<file path="src/rtl/mux_arb_pkg.sv">
// Shared definitions for the N:1 arbitrating mux: mode encodings,
// lock FSM state type and the select-width helper.
package mux_arb_pkg;

    localparam logic MODE_FIXED = 1'b0;
    localparam logic MODE_RR    = 1'b1;

    typedef enum logic {
        ST_IDLE   = 1'b0,
        ST_LOCKED = 1'b1
    } lock_state_e;

    // Index width for n channels; never below one bit so the port always exists.
    function automatic int clog2_min1(input int n);
        return (n <= 2) ? 1 : $clog2(n);
    endfunction

endpackage

</file>
<file path="src/rtl/mux_arb_nx1_if.sv">
// Channel bundle for mux_arb_nx1. The master side produces the source beats
// and consumes the result; the slave side is the mux itself.
// in_last exists only when MUX_ARB_LOCK_EN is defined.
interface mux_arb_nx1_if
    import mux_arb_pkg::*;
#(
    parameter int WIDTH = 8,
    parameter int N     = 4
);
    localparam int SELW = clog2_min1(N);

    logic [N*WIDTH-1:0] in_data;
    logic [N-1:0]       in_valid;
    logic [N-1:0]       in_ready;
`ifdef MUX_ARB_LOCK_EN
    logic [N-1:0]       in_last;
`endif
    logic               mode;
    logic [SELW-1:0]    sel;
    logic [WIDTH-1:0]   out_data;
    logic [SELW-1:0]    out_src;
    logic               out_valid;
    logic               out_ready;

    modport master (
`ifdef MUX_ARB_LOCK_EN
        output in_last,
`endif
        output in_data, in_valid, mode, sel, out_ready,
        input  in_ready, out_data, out_src, out_valid
    );

    modport slave (
`ifdef MUX_ARB_LOCK_EN
        input  in_last,
`endif
        input  in_data, in_valid, mode, sel, out_ready,
        output in_ready, out_data, out_src, out_valid
    );

endinterface

</file>
<file path="src/rtl/mux_arb_nx1_rr_pick.sv">
// Rotate-priority finder: returns the first requesting index at or above
// ptr, wrapping from N-1 back to 0.
module rr_pick
    import mux_arb_pkg::*;
#(
    parameter int  N    = 4,
    localparam int SELW = clog2_min1(N)
) (
    input  logic [N-1:0]    req,
    input  logic [SELW-1:0] ptr,
    output logic [SELW-1:0] gnt_idx,
    output logic            gnt_any
);

    logic [2*N-1:0]  req2_s;
    logic [N-1:0]    rot_s;
    logic [SELW-1:0] off_s;
    logic [SELW:0]   sum_s;

    // Rotate requests so ptr sits at bit 0, take the lowest set bit, rotate back.
    always_comb begin
        req2_s = {req, req};
        rot_s  = req2_s[ptr +: N];
        off_s  = {SELW{1'b0}};
        for (int j = N - 1; j >= 0; j--) begin
            off_s = rot_s[j] ? SELW'(j) : off_s;
        end
        sum_s   = {1'b0, ptr} + {1'b0, off_s};
        gnt_idx = (sum_s >= (SELW+1)'(N)) ? SELW'(sum_s - (SELW+1)'(N)) : sum_s[SELW-1:0];
        gnt_any = |req;
    end

endmodule

</file>
<file path="src/rtl/mux_arb_nx1.sv">
// N:1 datapath mux with registered output and valid/ready handshake.
// mode=0 picks the channel on sel, mode=1 arbitrates round-robin.
// Optional feature: define MUX_ARB_LOCK_EN to hold the grant on one channel
// until it delivers a beat with in_last set.
module mux_arb_nx1
    import mux_arb_pkg::*;
#(
    parameter int  WIDTH = 8,
    parameter int  N     = 4,
    localparam int SELW  = clog2_min1(N)
) (
    input  logic         clk,
    input  logic         rst_n,
    mux_arb_nx1_if.slave bus
);

    logic [WIDTH-1:0] out_data_r;
    logic [SELW-1:0]  out_src_r;
    logic             out_valid_r;
    logic [SELW-1:0]  rr_ptr_r;

    logic [WIDTH-1:0] ch_data_s [N];
    logic             load_s;
    logic             fix_any_s;
    logic [SELW-1:0]  rr_idx_s;
    logic             rr_any_s;
    logic [SELW-1:0]  arb_idx_s;
    logic             arb_any_s;
    logic [SELW-1:0]  gnt_idx_s;
    logic             gnt_any_s;
    logic             accept_s;
    logic             adv_s;
    logic [SELW-1:0]  ptr_next_s;

    for (genvar i = 0; i < N; i++) begin : g_unpack
        assign ch_data_s[i] = bus.in_data[i*WIDTH +: WIDTH];
    end

    rr_pick #(.N(N)) u_rr_pick (
        .req     (bus.in_valid),
        .ptr     (rr_ptr_r),
        .gnt_idx (rr_idx_s),
        .gnt_any (rr_any_s)
    );

    assign load_s    = ~out_valid_r | bus.out_ready;
    assign fix_any_s = (int'(bus.sel) < N) ? bus.in_valid[bus.sel] : 1'b0;

    // Mode-dependent candidate before any lock override.
    always_comb begin
        arb_idx_s = bus.sel;
        arb_any_s = fix_any_s;
        if (bus.mode == MODE_RR) begin
            arb_idx_s = rr_idx_s;
            arb_any_s = rr_any_s;
        end else begin
            arb_idx_s = bus.sel;
            arb_any_s = fix_any_s;
        end
    end

`ifdef MUX_ARB_LOCK_EN
    lock_state_e     state_r, state_nx;
    logic [SELW-1:0] lock_ch_r, lock_ch_nx;

    // While locked, the held channel owns the grant whatever mode/sel say.
    always_comb begin
        gnt_idx_s = arb_idx_s;
        gnt_any_s = arb_any_s;
        if (state_r == ST_LOCKED) begin
            gnt_idx_s = lock_ch_r;
            gnt_any_s = bus.in_valid[lock_ch_r];
        end else begin
            gnt_idx_s = arb_idx_s;
            gnt_any_s = arb_any_s;
        end
    end

    // Lock FSM next state: enter on a non-last beat, leave on the last one.
    always_comb begin
        state_nx   = state_r;
        lock_ch_nx = lock_ch_r;
        case (state_r)
            ST_IDLE: begin
                if (accept_s && !bus.in_last[gnt_idx_s]) begin
                    state_nx   = ST_LOCKED;
                    lock_ch_nx = gnt_idx_s;
                end else begin
                    state_nx   = ST_IDLE;
                end
            end
            ST_LOCKED: begin
                if (accept_s && bus.in_last[lock_ch_r]) begin
                    state_nx = ST_IDLE;
                end else begin
                    state_nx = ST_LOCKED;
                end
            end
            default: state_nx = ST_IDLE;
        endcase
    end

    // Lock FSM state register.
    always_ff @(posedge clk or negedge rst_n) begin
        if (!rst_n) begin
            state_r   <= ST_IDLE;
            lock_ch_r <= {SELW{1'b0}};
        end else begin
            state_r   <= state_nx;
            lock_ch_r <= lock_ch_nx;
        end
    end

    assign adv_s = accept_s & (bus.mode == MODE_RR) & (state_nx == ST_IDLE);
`else
    assign gnt_idx_s = arb_idx_s;
    assign gnt_any_s = arb_any_s;
    assign adv_s     = accept_s & (bus.mode == MODE_RR);
`endif

    assign accept_s   = load_s & gnt_any_s;
    assign ptr_next_s = (gnt_idx_s == SELW'(N - 1)) ? {SELW{1'b0}} : gnt_idx_s + SELW'(1);

    // Only the granted channel sees ready, and never while reset is held.
    assign bus.in_ready = (accept_s & rst_n) ? ({{(N-1){1'b0}}, 1'b1} << gnt_idx_s) : {N{1'b0}};

    // Output beat register: capture on accept, drain to empty when nothing is granted.
    always_ff @(posedge clk or negedge rst_n) begin
        if (!rst_n) begin
            out_data_r  <= {WIDTH{1'b0}};
            out_src_r   <= {SELW{1'b0}};
            out_valid_r <= 1'b0;
        end else if (accept_s) begin
            out_data_r  <= ch_data_s[gnt_idx_s];
            out_src_r   <= gnt_idx_s;
            out_valid_r <= 1'b1;
        end else if (load_s) begin
            out_valid_r <= 1'b0;
        end else begin
            out_valid_r <= out_valid_r;
        end
    end

    // Round-robin pointer moves past the winner of each arbitrated beat.
    always_ff @(posedge clk or negedge rst_n) begin
        if (!rst_n) begin
            rr_ptr_r <= {SELW{1'b0}};
        end else if (adv_s) begin
            rr_ptr_r <= ptr_next_s;
        end else begin
            rr_ptr_r <= rr_ptr_r;
        end
    end

    assign bus.out_data  = out_data_r;
    assign bus.out_src   = out_src_r;
    assign bus.out_valid = out_valid_r;

endmodule
</file>
<file path="src/flat_wrapper.sv">
// flat-port wrapper written by rule: the top's interface ports become plain ports
module mux_arb_nx1_flat import mux_arb_pkg::*;
#(
    parameter int  WIDTH = 8,
    parameter int  N     = 4,
    localparam int SELW  = clog2_min1(N)
)
  (clk, rst_n, bus_in_data, bus_in_valid, bus_mode, bus_sel, bus_out_ready, bus_in_ready, bus_out_data, bus_out_src, bus_out_valid);
  mux_arb_nx1_if #(.WIDTH(WIDTH), .N(N)) bus_i ();
  input  logic clk;
  input  logic rst_n;
  input wire logic [$bits(bus_i.in_data)-1:0] bus_in_data;
  input wire logic [$bits(bus_i.in_valid)-1:0] bus_in_valid;
  input wire logic [$bits(bus_i.mode)-1:0] bus_mode;
  input wire logic [$bits(bus_i.sel)-1:0] bus_sel;
  input wire logic [$bits(bus_i.out_ready)-1:0] bus_out_ready;
  output wire logic [$bits(bus_i.in_ready)-1:0] bus_in_ready;
  output wire logic [$bits(bus_i.out_data)-1:0] bus_out_data;
  output wire logic [$bits(bus_i.out_src)-1:0] bus_out_src;
  output wire logic [$bits(bus_i.out_valid)-1:0] bus_out_valid;
  assign bus_i.in_data = bus_in_data;
  assign bus_i.in_valid = bus_in_valid;
  assign bus_i.mode = bus_mode;
  assign bus_i.sel = bus_sel;
  assign bus_i.out_ready = bus_out_ready;
  assign bus_in_ready = bus_i.in_ready;
  assign bus_out_data = bus_i.out_data;
  assign bus_out_src = bus_i.out_src;
  assign bus_out_valid = bus_i.out_valid;
  mux_arb_nx1 #(.WIDTH(WIDTH), .N(N)) u_core (.clk(clk), .rst_n(rst_n), .bus(bus_i));
endmodule
</file>
<file path="config.mk">
export PLATFORM = sky130hd
export DESIGN_NAME = mux_arb_nx1_flat
export DESIGN_NICKNAME = d
export VERILOG_FILES = /design/src/rtl/mux_arb_pkg.sv /design/src/rtl/mux_arb_nx1_if.sv /design/src/rtl/mux_arb_nx1_rr_pick.sv /design/src/rtl/mux_arb_nx1.sv /design/src/flat_wrapper.sv
export SDC_FILE = /design/constraint.sdc
export NUM_CORES = 1
export LEC_CHECK = 0
export CAP_MARGIN = 20
export CORE_ASPECT_RATIO = 2
export CORE_MARGIN = 4
export CORE_UTILIZATION = 40
export DETAILED_ROUTE_END_ITERATION = 12
export PLACE_DENSITY = 0.79
export RECOVER_POWER = 25
export SLEW_MARGIN = 40
export SYNTH_ARGS = -nofsm -noshare
export SYNTH_HDL_FRONTEND = slang
export SYNTH_SLANG_ARGS = --single-unit
</file>
<file path="constraint.sdc">
create_clock -name clk -period 4.24 [get_ports clk]
set_clock_uncertainty 0.1 [all_clocks]
set_input_delay 0.848 -clock clk [delete_from_list [all_inputs] [get_ports clk]]
set_output_delay 0.848 -clock clk [all_outputs]
set_load 0.1 [all_outputs]
</file>
# Yosys cells after proc, flatten, opt, wreduce, memory -nomap -nowiden
# Index checks and enable logic that the tools add are counted.
[op_classes] magnitude_cmp=3 bitwise=6 n_eq_ne=1 add_sub_neg=3 reduce_logical=2 n_shift=2 n_mux=16
[op_table] op="binary-select mux 8 bit (select 2 bit)" count=1
[op_table] op="two-way mux 8 bit" count=2
[op_table] op="two-way mux 2 bit" count=7
[op_table] op="indexed part select 8 x 3 -> 4 bit" count=1
[op_table] op="greater-or-equal comparator 3 bit (second input constant)" count=2
[op_table] op="two-way mux 1 bit" count=4
[op_table] op="two-way mux 4 bit" count=1
[op_table] op="OR reduction 4 bit" count=1
[op_table] op="<< shifter 1 x 2 -> 4 bit (first input constant)" count=1
[op_table] op="adder 2 x 2 -> 3 bit" count=1
[op_table] op="bitwise AND 1 bit" count=3
[op_table] op="less-than comparator 2 x 3 -> 1 bit (second input constant)" count=1
[op_table] op="inverter 2 -> 3 bit" count=1
[op_table] op="adder 2 x 1 -> 2 bit (second input constant)" count=1
[op_table] op="binary-select mux 1 bit (select 2 bit)" count=1
[op_table] op="equality test 2 bit (second input constant)" count=1
[op_table] op="nonzero test 2 bit" count=1
[op_table] op="subtractor 2 x 1 -> 2 bit (second input constant)" count=1
[op_table] op="inverter 1 bit" count=1
[op_table] op="OR 1 bit" count=1
[totals] out_inout_bits=15 regBits=13 in_bits=42 word_cells=37

# Depth between registers and ports, before layout
# Gate-level depths: netlist of run 1.
[logic_depth] ltp_word=13 ltp_mapped=13

# Hierarchy
# From an unflattened synthesis of run 1, not the netlist that was laid out.
[unflattened] hier_cells=100 area_unflattened_um2=1117.3
[by_module_without_submodules] module="mux_arb_nx1" area_per_inst_um2=938.4 instances=1 seq_area_each_um2=325.3 cells_per_inst=73
[by_module_without_submodules] module="rr_pick" area_per_inst_um2=178.9 instances=1 seq_area_each_um2=0.0 cells_per_inst=27

# Least setup slack after synthesis of run 1
# No wires, ideal clock.
[synth_timing] path_kind="input to output" start="in bus_in_valid[0]" end="out bus_in_ready[3]" path_slack_ns=-1.139 path_buffers=2 arrival_time_ns=4.431 cell_stages=11 path_cell_list="buf_6 nor2_1 a221oi_1 a31oi_1 a211o_1 ha_1 xor2_1 a21oi_1 o31ai_4 buf_4 nor3_1"
[synth_between] elab_chain_cells=11 word_cells_on_any_way=18
[synth_rtl] element="start: declaration" line="flat_wrapper.sv:13" text="input wire logic [$bits(bus_i.in_valid)-1:0] bus_in_valid;"
[synth_rtl] element="indexed part select 8 x 3 -> 4 bit" line="mux_arb_nx1_rr_pick.sv:23" text="rot_s = req2_s[ptr +: N];"
[synth_rtl] element="two-way mux 2 bit (4 in series)" line="mux_arb_nx1_rr_pick.sv:26" text="off_s = rot_s[j] ? SELW'(j) : off_s;"
[synth_rtl] element="adder 2 x 2 -> 3 bit" line="mux_arb_nx1_rr_pick.sv:28" text="sum_s = {1'b0, ptr} + {1'b0, off_s};"
[synth_rtl] element="greater-or-equal comparator 3 bit or subtractor 2 x 1 -> 2 bit (tied branches)" line="mux_arb_nx1_rr_pick.sv:29" text="gnt_idx = (sum_s >= (SELW+1)'(N)) ? SELW'(sum_s - (SELW+1)'(N)) : sum_s[SELW-1:0];"
[synth_rtl] element="two-way mux 2 bit" line="mux_arb_nx1_rr_pick.sv:29"
[synth_rtl] element="two-way mux 2 bit" line="mux_arb_nx1.sv:53" text="if (bus.mode == MODE_RR) begin"
[synth_rtl] element="<< shifter 1 x 2 -> 4 bit" line="mux_arb_nx1.sv:125" text="assign bus.in_ready = (accept_s & rst_n) ? ({{(N-1){1'b0}}, 1'b1} << gnt_idx_s) : {N{1'b0}};"
[synth_rtl] element="two-way mux 4 bit (*)" line="mux_arb_nx1.sv:125"
[synth_rtl] element="end: declaration" line="flat_wrapper.sv:17" text="output wire logic [$bits(bus_i.in_ready)-1:0] bus_in_ready;"
# Every way passes the cells marked *; elsewhere a longest branch is shown, timed or not. The select of a mux whose other input is x is not followed.

# Worst setup path in the final report of run 1
[layout_timing] start="in bus_in_valid[1]" end="out bus_in_ready[2]"
# Same word-level chain as after synthesis.

==> reports/results.tsv, run 1 <==
stage	metric	value	unit
power	power_leakage	0.793	nW
drt	detail_route.vias_per_cell	5.54	
synthesis	synthesis.nets	162	
placed_design	post_dp_cell_area	1740	um^2
synthesis	postSynthAreaPerCell	9.56	um^2
job	timing.max_cap.violations	0	
hold_path	min_path_type	reg2reg	
timing	timing.final.crit_period	4120	ps
cts	cts_htree_levels	1	
drt	route.antenna.remaining_nets	0	
cts	clock_tree.buffer_depth	2	
synthesis	post_synth_and_or_nand_nor_area_fraction	0.186	
cts	cts_hold_repair.buffers	0	
cts	cts_tree	yes	
placed_design	pre_cts_ws	-231	ps
cells_and_area	nNetsFinal	225	
cts	worst_setup_hold_path_clk_slew	50	ps
synthesis	synth_compound_area_frac	0.226	
cells_and_area	layout-area-overhead-vs-synth	61.1	%
synthesis	synth_adder_area_share	0.0222	
critical_path	critPathMaxFanout	5	
status	run_status	finished clean	
timing	highest_attainable_clock_frequency	243	MHz
drt	detailedRoute.firstIterationViolations	15	
die	die_area	3790	um^2
timing	transition_at_the_pin_with_the_smallest_max_transition_slack	799	ps
global_route	grt_max_degree	21	
synthesis	synth_xor_area_frac	0.00776	
power	ir_worst_vdd	0.654	mV
synthesis	netlist-cell-type-count	38	
synthesis	synth.ff_latch_count	13	
timing	setup_violations	0	
synthesis	yosysSeqAreaShare	0.288	
timing	final-hold-violation-count	0	
synthesis	synthDominantCellAreaShare	0.288	
synthesis	post-synth-top-area-cell	sky130_fd_sc_hd__dfrtp_1	
critical_path	worstSetupStartpoint	bus_in_valid[1]	
die	start_util	0.412	
synthesis	combinational_family_with_the_most_area_after_synthesis	compound AO/OA/AOI/OAI gates	
synthesis	postSynthCellCount	118	
critical_path	cpPeakStageDelay	310	ps
power	power	1.35	mW
critical_path	endpoint_kind	primary output	
synthesis	synth.area.top_cells	sky130_fd_sc_hd__dfrtp_1 29%, sky130_fd_sc_hd__mux2i_1 16%, sky130_fd_sc_hd__a22o_1 6.2%, sky130_fd_sc_hd__a21oi_2 5.4%, sky130_fd_sc_hd__buf_6 5.0%	
synthesis	share_of_flip_flops_with_an_asynchronous_set_or_reset	1.00	
placed_design	dp.final_hpwl	2900	um
synthesis	muxShareOfSynthArea	0.173	
die	die_width	45.6	um
cells_and_area	final_common_cell	sky130_fd_sc_hd__clkdlybuf4s50_1	
global_route	grtUsageTotal	0.205	
drt	detail_route.wirelength	3460	um
global_route	wire_length_of_the_first_global_routing_pass	5750	um
critical_path	critical_path_arrival	3170	ps
cells_and_area	fraction_of_final_layout_cells_with_drive_strength_greater_than_1	0.306	
cts	worst_skew_pair.late_latency	240	ps
die	floorplan.core_area	2740	um^2
timing	maxSlewViolCount	0	
hold_path	holdCritStartpoint	u_core.bus.out_src[0]	
timing	slew-limit-headroom	0.467	
critical_path	critPathRequiredTime	3290	ps
global_route	antenna_violations_before_repair	0	
critical_path	worstSetupStartpointType	input port	
placed_design	portBuffers	56	
die	i_o_pin_cnt	57	
die	chipHeight	83.1	um
drt	dr.pass1.iters	4	
synthesis	yosysWarningCount	0	
critical_path	critPathKind	in2out	
timing	min_period_over_period	0.972	
placed_design	place_congestion	0.865	
cts	cts_made_buffers	3	
cells_and_area	num_antenna_cells	0	
cells_and_area	finish.instance_area	1820	um^2
global_route	grt_pass1_vias	1356	
timing	postLayoutSetupSlackWorst	119	ps
cells_and_area	commonest_cells_after_routing_fill_and_taps_aside	36 x sky130_fd_sc_hd__clkdlybuf4s50_1, 17 x sky130_fd_sc_hd__mux2i_1, 14 x sky130_fd_sc_hd__nand2_1, 13 x sky130_fd_sc_hd__dfrtp_1, 12 x sky130_fd_sc_hd__buf_4	
cts	root_buffer	sky130_fd_sc_hd__clkbuf_8	
power	power_per_cell_area	745	nW/um^2
cts	cts_sink_cnt	13	
synthesis	synth-main-ff-cell	sky130_fd_sc_hd__dfrtp_1	
synthesis	post_synth_instance_area	1130	um^2
timing	grt_setup_unrepaired	false	
drt	drcViolationCount	0	
die	rows	27	
drt	mean_routed_wirelength_per_cell	16.6	um
synthesis	synth_edf_count	0	
global_route	gr-total-overflow	0	
critical_path	timing.critical_path.cells	clkdlybuf4s15_1 > nor2b_1 > a221oi_2 > a31oi_1 > a211o_1 > ha_2 > xor2_2 > and3_4 > o31ai_4 > inv_2 > ha_2 > and3_4 > buf_12	
drt	num_vias	1158	
critical_path	crit_path_top_delay_cell	sky130_fd_sc_hd__a211o_1	
critical_path	crit-reg2reg-launch	u_core.rr_ptr_r[0]	
==> power breakdown <==
part	internal [mW]	switching, mW	leakage [nW]
combinational	0.325	0.678	0.618
clock	0.0665	0.0458	0.0228
sequential	0.181	0.0587	0.153
==> logic make-up after synthesis <==
kind of cell / count (synthesis)
flops: 13
simple gates: 38
compound gates: 32
buf+inv: 13
fa+ha+maj: 2
xor+xnor: 1
mux: 19
==> sequential cells by signal (all words and copies together) (netlist names) <==
name,cells
u_core.rr_ptr_r,2
u_core.bus.out_data,8
u_core.bus.out_src,2
u_core.bus.out_valid,1
==> worst max-delay path, delay by kind of cell <==
kind            cells  cell delay (ps)
compound gates      4              800
xor+xnor            1              160
fa+ha+maj           2              370
buf+inv             3              540
simple gates        3              440
==> cells in the mapped netlist, drive strengths merged (2+ instances only) <==
cell / number
nor3: 4
nor3b: 4
a22o: 8
nand2: 14
dfrtp: 13
and3: 2
nand2b: 3
a21oi: 12
nor2: 3
buf: 9
mux2i: 18
clkbuf: 2
ha: 2
a31oi: 3
or2: 2
nor4: 2
nor2b: 2
inv: 2
o21ai: 3
==> stage by stage <==
step	setup TNS, ps	instances	util	hold WS, ps
after floorplan	-219	118	-	452
after global placement	-102	204	0.654	366
after detailed placement	-633	204	0.634	377
after CTS	0	209	0.663	389
after global routing	0	209	0.664	417
final	0	209	0.664	389
==> final timing paths <==
check / to / slack (ps) / depth (start not counted)
worst min-delay path: u_core.bus.out_src[0] / 390 / 2
worst min register to register: u_core.bus.out_src[0] / 390 / 2
min in group asynchronous: u_core.bus.out_data[6] / 1090 / 2
max in group asynchronous: u_core.rr_ptr_r[1] / 2450 / 2
worst max-delay path: bus_in_ready[2] / 120 / 13
worst max register to register: u_core.bus.out_data[4] / 1300 / 10
==> what timing repair did <==
action / 4_1_cts / 5_1_grt
setup endpoints to repair: 4 / 4
gates resized for setup: 9 / 2
pin swaps: 3 / 0
buffers inserted: 1 / 0
==> cell type report <==
class / instances / area [um^2]
fillers: 236 / 918
multi-input cells: 92 / 764
repair buffers: 69 / 639
flip-flops and latches: 13 / 325
clock buffers: 4 / 45.0
well taps: 29 / 36.3
inverters: 2 / 7.51
==> routing by layer <==
metal  global-route usage  part of all wire
met1                0.169              0.31
met2                0.386              0.58
met3               0.0521             0.070
met4                0.115             0.034
met5                    0                 0
Note: power is estimated with default switching activity, not from simulation.
==> run 2: changes to the inputs <==
Settings changed: TNS_END_PERCENT from default to 100.
==> results of run 2 <==
No change in the layout: final DEF, timing and power equal those of run 1.
==> run 3: changes to the inputs <==
Settings changed: CORE_UTILIZATION 40 to 43, PLACE_DENSITY 0.79 to 0.84.
Clock period 4.24 ns to 5.1 ns, I/O delays scaled along.
==> run 3 against run 2 <==
Effect of this change:
- critical path depth stayed put
- largest cell class unchanged
- clock power decreased by 17%
- combinational power shrank 23%
- final cell count shrank 4.3%
- critical path type unchanged
- sequential share of layout area is 1.2 points higher
- critical endpoint unchanged
==> reports/results.tsv, run 3 (synthesis results as in run 1) <==
stage	metric	value	unit	change
hold_path	min_path_type	reg2reg		
die	chipHeight	80.5	um	-3.2%
critical_path	crit-reg2reg-launch	u_core.rr_ptr_r[0]		
timing	finalHoldWorstSlack	382	ps	-7.05 ps
timing	highest_attainable_clock_frequency	206	MHz	
cts	cts_setup_buffers	0		-1
cts	cts_tree	yes		
placed_design	portBuffers	56		unchanged
cells_and_area	number_of_flip_flops_in_the_largest_register	8		unchanged
power	power_per_cell_area	617	nW/um^2	-17%
cts	cts_made_buffers	3		unchanged
drt	dr.pass1.iters	5		+1
timing	min_period_over_period	0.950		
cts	clock_tree.buffer_depth	2		unchanged
drt	drcViolationCount	0		unchanged
die	start_util	0.445		+0.0323
cells_and_area	layout-area-overhead-vs-synth	51.0	%	
cells_and_area	postLayoutCoreUtil	0.672		+0.00722
cells_and_area	commonest_cells_after_routing_fill_and_taps_aside	38 x sky130_fd_sc_hd__clkdlybuf4s50_1, 17 x sky130_fd_sc_hd__mux2i_1, 14 x sky130_fd_sc_hd__nand2_1, 13 x sky130_fd_sc_hd__dfrtp_1, 11 x sky130_fd_sc_hd__buf_2		
timing	grt_setup_unrepaired	false		
cts	root_buffer	sky130_fd_sc_hd__clkbuf_8		
global_route	gr-total-overflow	0		unchanged
drt	num_vias	1093		-5.6%
cts	worst_skew_pair.late_latency	250	ps	about the same
critical_path	rr_endpoint	u_core.rr_ptr_r[1]		
cells_and_area	num_antenna_cells	0		unchanged
critical_path	reg2reg_setup_slack	2260	ps	+960 ps
critical_path	endpoint_kind	primary output		
cells_and_area	final_common_cell	sky130_fd_sc_hd__clkdlybuf4s50_1		
die	die_width	44.2	um	-2.9%
critical_path	cp-endpoint	bus_in_ready[2]		
cells_and_area	nFillCells	218		-7.6%
global_route	grtUsageTotal	0.175		-0.0295
die	floorplan.core_area	2540	um^2	-7.3%
placed_design	post_dp_cell_area	1650	um^2	-4.7%
critical_path	worstSetupStartpoint	bus_in_valid[0]		
critical_path	r2r_cells	11		+1
critical_path	worstSetupStartpointType	input port		
drt	route.antenna.remaining_nets	0		unchanged
timing	setup_violations	0		unchanged
global_route	grt_pass1_vias	1137		-16%
placed_design	dp.final_hpwl	2370	um	-18%
global_route	wire_length_of_the_first_global_routing_pass	4740	um	-18%
cts	cts_sink_cnt	13		unchanged
power	ir_worst_vdd	0.484	mV	-26%
drt	detail_route.vias_per_cell	5.47		-1.4%
timing	transition_at_the_pin_with_the_smallest_max_transition_slack	789	ps	-9.55 ps
die	rows	26		-3.7%
cts	worst_setup_hold_path_clk_slew	60	ps	about the same
placed_design	place_congestion	0.738		-15%
critical_path	critPathRequiredTime	3980	ps	+690 ps
die	die_area	3560	um^2	-6.0%
drt	detail_route.wirelength	2910	um	-16%
global_route	grt_max_degree	21		unchanged
timing	fin_setup_tns	0	ps	unchanged
power	power_leakage	0.754	nW	-4.9%
cells_and_area	nNetsFinal	217		-3.6%
timing	slew-limit-headroom	0.474		+0.00637
timing	final-hold-violation-count	0		unchanged
status	run_status	finished clean		
job	timing.max_cap.violations	0		unchanged
cells_and_area	fraction_of_final_layout_cells_with_drive_strength_greater_than_1	0.238		-0.0672
cells_and_area	finish.instance_area	1700	um^2	-6.3%
timing	maxSlewViolCount	0		unchanged
cts	cts_htree_levels	1		unchanged
drt	mean_routed_wirelength_per_cell	14.6	um	-12%
critical_path	critPathKind	in2out		
critical_path	critical_path_arrival	3730	ps	+560 ps
drt	detailedRoute.firstIterationViolations	6		-9
die	i_o_pin_cnt	57		unchanged
critical_path	critPathMaxFanout	11		+6
timing	timing.final.crit_period	4850	ps	
global_route	antenna_violations_before_repair	0		unchanged
-- run 3: changes by cell type in the layout (fill, tap and decap cells not counted), sizes merged --
| cell | delta |
|---|---|
| clkbuf | -1 |
| buf | -8 |
| clkinv | +1 |
| dlygate4sd2 | -2 |
| clkdlybuf4s50 | +2 |
| clkdlybuf4s15 | -1 |
| dlymetal6s2s | +1 |
-- run 3: timing repair --
item,CTS,global route
hold buffers,0,0
resized for setup,0,2
endpoints found under the hold margin,0,0
endpoints found under the setup margin,0,3
-- run 3: power by group --
part / internal [mW] / switching [mW] / leakage [nW] / total (mW)
registers: 0.151 / 0.0414 / 0.153 / 0.192
clock network: 0.0540 / 0.0391 / 0.0255 / 0.0931
logic: 0.233 / 0.534 / 0.576 / 0.767
total: 0.438 / 0.614 / 0.754 / 1.05
-- run 3: worst min path at each step --
stage / start / end / slack (ps) / cells after the start
2_1_floorplan: u_core.rr_ptr_r[0] / u_core.rr_ptr_r[0] / 530 / 2
4_1_cts: u_core.bus.out_src[0] / u_core.bus.out_src[0] / 390 / 2
5_1_grt: u_core.bus.out_src[0] / u_core.bus.out_src[0] / 400 / 2
3_3_place_gp: u_core.bus.out_src[0] / u_core.bus.out_src[0] / 370 / 2
3_5_place_dp: u_core.bus.out_src[0] / u_core.bus.out_src[0] / 370 / 2
6_report: u_core.bus.out_src[0] / u_core.bus.out_src[0] / 380 / 2
-- run 3: final cells by class --
type	count	area, um^2	area share
well taps	28	35.0	0.0206
clock buffers	3	41.3	0.0242
clock inverters	1	5.00	0.00294
repair buffers	61	584	0.343
multi-input cells	92	706	0.414
inverters	2	7.51	0.00441
flip-flops and latches	13	325	0.191
-- run 3: metal layers --
| metal | track usage | wire length [um] | up-vias |
|---|---|---|---|
| met5 | 0 | 0 | - |
| li1 | - | - | 537 |
| met2 | 0.306 | 1500 | 58 |
| met4 | 0.0967 | 89 | 0 |
| met1 | 0.181 | 1060 | 489 |
| met3 | 0.0448 | 262 | 9 |
-- run 3: worst max-delay path: stages --
cell	delay (ps)
sky130_fd_sc_hd__clkdlybuf4s50_1	490
sky130_fd_sc_hd__nor2_1	40
sky130_fd_sc_hd__a221oi_1	290
sky130_fd_sc_hd__a31oi_1	70
sky130_fd_sc_hd__a211o_1	280
sky130_fd_sc_hd__ha_1	190
sky130_fd_sc_hd__xor2_1	150
sky130_fd_sc_hd__and3_2	210
sky130_fd_sc_hd__o31ai_4	220
sky130_fd_sc_hd__inv_2	180
sky130_fd_sc_hd__ha_1	210
sky130_fd_sc_hd__and3_1	190
sky130_fd_sc_hd__buf_12	170
-- run 3: stage by stage --
stage	instances	worst slack (ps)	power, mW
finish	200	254	1.05
global route	200	59.1	1.11
CTS	200	104	1.06
detailed placement	196	143	0.963
global placement	196	261	0.991
floorplan	118	20.0	0.824
